## src/rtl/counter.sv

```systemverilog
// Parameterised up-counter: counts 0..MAX_COUNT with enable, synchronous clear,
// and a one-cycle registered overflow pulse on each terminal-count wrap.
module counter #(
    parameter int WIDTH     = 8,
    parameter int MAX_COUNT = 255
) (
    input  logic             clk_i,
    input  logic             rst_i,
    input  logic             en_i,
    input  logic             clear_i,
    output logic [WIDTH-1:0] count_o,
    output logic             overflow_o
);

    // MAX_COUNT is an int, so any WIDTH of 31 or more can hold it.
    localparam bit MAX_FITS = (WIDTH >= 31) ? 1'b1
                            : (MAX_COUNT <= ((1 << WIDTH) - 1));
    localparam logic [WIDTH-1:0] MAX_W = WIDTH'(MAX_COUNT);

    logic [WIDTH-1:0] count_q, count_d;
    logic             overflow_q, overflow_d;

    // ------------------------------------------------------------------
    // Next-state logic
    // ------------------------------------------------------------------
    always_comb begin
        count_d    = count_q;
        overflow_d = 1'b0;
        if (clear_i) begin
            count_d    = '0;
            overflow_d = 1'b0;
        end else if (en_i) begin
            // >= rather than == so an out-of-range count still wraps cleanly.
            if (count_q >= MAX_W) begin
                count_d    = '0;
                overflow_d = 1'b1;
            end else begin
                count_d    = count_q + WIDTH'(1);
            end
        end
    end

    // ------------------------------------------------------------------
    // State registers
    // ------------------------------------------------------------------
    always_ff @(posedge clk_i or posedge rst_i) begin
        if (rst_i) begin
            count_q    <= '0;
            overflow_q <= 1'b0;
        end else begin
            count_q    <= count_d;
            overflow_q <= overflow_d;
        end
    end

    assign count_o    = count_q;
    assign overflow_o = overflow_q;

    // ------------------------------------------------------------------
    // Parameter checks and assertions
    // ------------------------------------------------------------------
    if (WIDTH < 1) begin : g_bad_width
        $error("counter: WIDTH must be >= 1");
    end
    if (MAX_COUNT < 1) begin : g_bad_max_low
        $error("counter: MAX_COUNT must be >= 1");
    end
    if (!MAX_FITS) begin : g_bad_max_high
        $error("counter: MAX_COUNT must fit in WIDTH bits");
    end

    a_count_in_range : assert property (
        @(posedge clk_i) disable iff (rst_i) count_q <= MAX_W
    );

    a_overflow_at_zero : assert property (
        @(posedge clk_i) disable iff (rst_i) overflow_q |-> (count_q == '0)
    );

    a_overflow_single : assert property (
        @(posedge clk_i) disable iff (rst_i) overflow_q |=> !overflow_q
    );

endmodule

```

## config.mk

```make
export PLATFORM = sky130hd
export DESIGN_NAME = counter
export DESIGN_NICKNAME = d
export VERILOG_FILES = /design/src/rtl/counter.sv
export SDC_FILE = /design/constraint.sdc
export NUM_CORES = 1
export LEC_CHECK = 0
export ABC_AREA = 1
export ABC_CLOCK_PERIOD_IN_PS = 1400
export CAP_MARGIN = 0
export CELL_PAD_IN_SITES_DETAIL_PLACEMENT = 0
export CELL_PAD_IN_SITES_GLOBAL_PLACEMENT = 1
export CORE_MARGIN = 4
export CORE_UTILIZATION = 33
export DETAILED_ROUTE_END_ITERATION = 10
export PLACE_DENSITY_LB_ADDON = 0.08
export SLEW_MARGIN = 20
export SYNTH_ARGS = -nofsm -noshare
export SYNTH_HDL_FRONTEND = slang
export SYNTH_SLANG_ARGS = --single-unit
```

## constraint.sdc

```tcl
create_clock -name clk_i -period 1.4 [get_ports clk_i]
set_input_delay 0.21 -clock clk_i [delete_from_list [all_inputs] [get_ports clk_i]]
set_output_delay 0.21 -clock clk_i [all_outputs]
set_load 0.02 [all_outputs]
```

== Word level (Yosys, flattened, before mapping) ==
Index checks and enable logic that the tools add are counted.
Storage, ports and cells
  bits of input ports: 4
  memories: 0
  bits in latches: 0
  ROM bits: 0
  word-level logic and storage cells: 11
  output and inout port bits: 9
  RAM bits: 0
  bits in registers: 9
Operators by class
  bitwise logic cells: 0
  reduce and logical (&&, ||, !) cells: 1
  add/sub/neg operators: 1
  $lt $le $gt $ge: 1
  multipliers: 0
  shifts and indexed selects: 0
  divide/modulo/power cells: 0
  equal/unequal tests: 0
  muxes and demuxes: 6
Operators with widths (count)
  two-way mux 8 bit: 3
  adder 8 x 1 -> 8 bit (second input constant): 1
  >= comparator 8 bit (second input constant): 1
  two-way mux 1 bit: 3
  nonzero test 2 bit: 1

== Longest topological paths before layout ==
  word-level depth: 4
  mapped depth: 7
  gate-level depth less buffers: 7

== Worst setup path after synthesis ==
No wires, ideal clock.
  path kind: register to register
  start point: register count_q[1] (netlist: count_o[1])
  end point: register count_q[4] (netlist: count_o[4])
  stages on the path, launching flop included: 7
  buffers on the path: 0
  setup slack: 0.109 ns
  period minus slack after synthesis: 1.291 ns
  arrival time: 1.170 ns
  setup time: 0.122 ns
  required time: 1.278 ns
  cell sequence: dfrtp_1 -> ha_1 -> nand2_1 -> nor2_4 -> nand2_2 -> o21ai_2 -> nor2_1
Between the ends
  cells in the longest elaborated chain, start to end: 4
  elaborated cells on any way between the ends: 5
  classes of those cells: 1 x add/sub; 1 x order compare; 3 x mux
Ends and longest elaborated chain
  start, declared: line 20  | logic [WIDTH-1:0] count_q, count_d;
  start signal, assigned: line 51  | count_q <= count_d;
  adder 8 x 1 -> 8 bit or >= comparator 8 bit (tied branches): line 38, 34
  two-way mux 8 bit *: line 34  | if (count_q >= MAX_W) begin
  two-way mux 8 bit *: line 32  | end else if (en_i) begin
  two-way mux 8 bit *: line 29  | if (clear_i) begin
Every way passes the cells marked *; elsewhere a longest branch is shown, timed or not. The select of a mux whose other input is x is not followed.
A chain may end at the register's enable or synchronous reset.

== Final worst setup path ==
  start point: register count_q[0] (netlist: count_o[0])
  end point: output count_o[0]
RTL lines
  end, declared: line 11  | output logic [WIDTH-1:0] count_o,
No word-level cell between the ends.

==> out/results.txt <==
Status - finished clean
Clk buf depth - 2
Post-Syn Nets - 78
Vias per Instance - 4.67
GRT Total Usage - 11.5%
R2r setup slk - 0.10 ns
DP Worst Slack - 0.0407 ns
Fill cells - 182
Crit Path Category - reg -> out
Buf/Inv on CP - 2
Delay-heaviest family, CP - buffers and inverters
Clock transition at the registers of the reported paths - 0.06 ns
Leak - 0.000397 uW
Root Buffer - clkbuf_4
DR WL/cell - 11.4 um
CP endpoint kind - output pin
Setup TNS - 0 ns
Relative slew margins - 75.6%
Cell Rows - 14
Pin count of the biggest net entering global routing - 10
Crit path cell chain - buf_4 -> dlygate4sd2_1
Yosys top cell area share - 41.0%
CTS tree - yes
Area grow syn2layout - 35.1%
DR vias - 509
Slowest cell delay on critical path - 0.40 ns
Final setup viols - 0
First-pass GRT wire length - 2150 um
Most area-consuming cells after synthesis - dfrtp_1 41%, nand2_1 16%, nor2_4 8.2%
DP HPWL - 959 um
Share of layout cells above drive strength 1 - 22.6%
Type of the worst min-delay path - in -> async
Post-Syn Area - 549 um^2
Die Footprint - 2380 um^2
Syn Area/Cell - 7.52 um^2
Multi-input combinational cell area - 288 um^2
Initial drt markers - 10
N_diodes - 0
Finished Core Util - 48.1%
Area after DPL - 712 um^2
Die H - 48.8 um
# DRC - 0
Final worst path period need - 1.33 ns
Routed WL - 1240 um
Post-synth top area cell - dfrtp_1
Clock Skews - 0.00274 ns
Routed Antenna Nets - 0
Core box area - 1540 um^2
CP Data Arrival Time - 1.12 ns
RSZ-0062 raised after global routing - false
Die X - 48.8 um
Max-Cap Viols - 0
Routability cong. - 0.757
Final worst slack - 0.0691 ns
Num ports - 13
Grt ovf - 0
Synthesis-stage register bit count - 9
Net count, final - 99
Synth Instances - 73
Least-Margin Pin Slew - 0.365 ns
Initial Util - 35.6%
Data required, critical path - 1.19 ns
Total CTS buffers - 3
Peak VDD IR - 0.438 mV
Vias in the first global route - 500
Worst Setup Start Kind - register
Initial antenna violation count - 0
CP max-delay cell - dfrtp_1
Clk sinks - 9
Worst-skew pair later-pin latency - 0.27 ns
Tcrit/Tclk final - 95.1%
# hold bufs at CTS - 0
Final Cell Area - 742 um^2
H-tree levels - 1
Synthesis Warnings - 0
Slew Limit Fails - 0
Power density over the cells - 738 nW/um^2
Register area - 225 um^2
Seq/Total Area, Yosys - 41.0%
Yosys cell types - 17
First drt pass iteration count - 5
Max Fanout on Critical Path - 3
PortBufs - 12
Final hold vios - 0
Fmax - 0.751 GHz
-- layout make-up --
cell class,instances,area share (%)
Tap cell,16,2.70
Timing Repair Buffer,16,18.7
Multi-Input combinational cell,53,38.8
Sequential cell,9,30.4
Clock buffer,4,3.54
Inverter,11,5.90
-- repair_timing --
| action | in CTS | in global routing |
|---|---|---|
| gates resized for setup | 9 | 1 |
| buffers inserted | 0 | 1 |
| endpoints found under the setup margin | 9 | 3 |
-- layer usage --
layer | part of all wire, % | track usage, % | routed length [um]
met1 | 50 | 15.0 | 617
met2 | 42 | 17.4 | 523
met3 | 4.8 | 2.14 | 60
met4 | 3.4 | 6.73 | 42
met5 | 0 | 0 | 0
-- logic make-up (layout without fill, tap and decap cells) --
family | count (synthesis) | after routing | share of synthesized area, %
AND/OR/NAND/NOR | 47 | 47 | 42.8
adder cells (fa/ha/maj) | 1 | 1 | 2.28
buffers and inverters | 11 | 31 | 7.97
AO/OA/AOI/OAI | 5 | 5 | 5.92
flip-flops | 9 | 9 | 41.0
-- path summary, 6_finish.rpt --
kind | from | to | cells after the start
worst max-delay path | count_o[0] | count_o[0] | 2
min in group clk_i | count_o[1] | count_o[1] | 2
worst max register to register | count_o[1] | count_o[5] | 6
worst min register to register | count_o[1] | count_o[1] | 2
max in group asynchronous | rst_i | count_o[7] | 2
worst min-delay path | rst_i | count_o[3] | 2
-- layout by cell type (no fill, tap or decap) --
| cell | n |
|---|---|
| nor2_2 | 2 |
| a21o_2 | 1 |
| ha_1 | 1 |
| clkbuf_1 | 1 |
| nand3_1 | 6 |
| inv_4 | 1 |
| dlygate4sd2_1 | 9 |
| nand2_1 | 23 |
| clkdlybuf4s50_1 | 3 |
| o21ai_0 | 1 |
| nand2_2 | 3 |
| nand4_1 | 1 |
| o21ai_4 | 1 |
| inv_1 | 9 |
| inv_2 | 1 |
| buf_4 | 4 |
| nor2_1 | 7 |
| a21oi_1 | 2 |
| clkbuf_4 | 3 |
| nand3_2 | 1 |
| nor2_4 | 4 |
| dfrtp_1 | 9 |
-- registers in the layout, indices dropped and copies added, names as in the netlist --
signal / flops
overflow_o: 1
count_o: 8
-- per-stage QoR --
stage	cells	power [uW]	hold slack, ns
3_3_place_gp	104	341	0.508
4_1_cts	108	547	0.232
2_1_floorplan	73	308	0.0379
5_1_grt	109	574	0.246
6_report	109	548	0.208
3_5_place_dp	104	341	0.515
-- Yosys cell counts --
master   instances
a21oi_1          2
nand4_1          1
o21ai_0          1
nor2_2           2
inv_2            1
nor2_4           4
o21ai_2          1
nand2_1         23
inv_1            9
dfrtp_1          9
a21o_2           1
ha_1             1
inv_4            1
nand3_2          1
nand2_2          3
nand3_1          6
nor2_1           7
-- where the power goes --
group	switching (uW)	internal, uW	total [uW]	leakage [uW]
registers	5.09	265	270	0.000124
logic	40.6	26.3	66.9	0.000258
clock network	100	110	211	0.0000150
total	146	402	548	0.000397
Note: power is estimated with default switching activity, not from simulation.
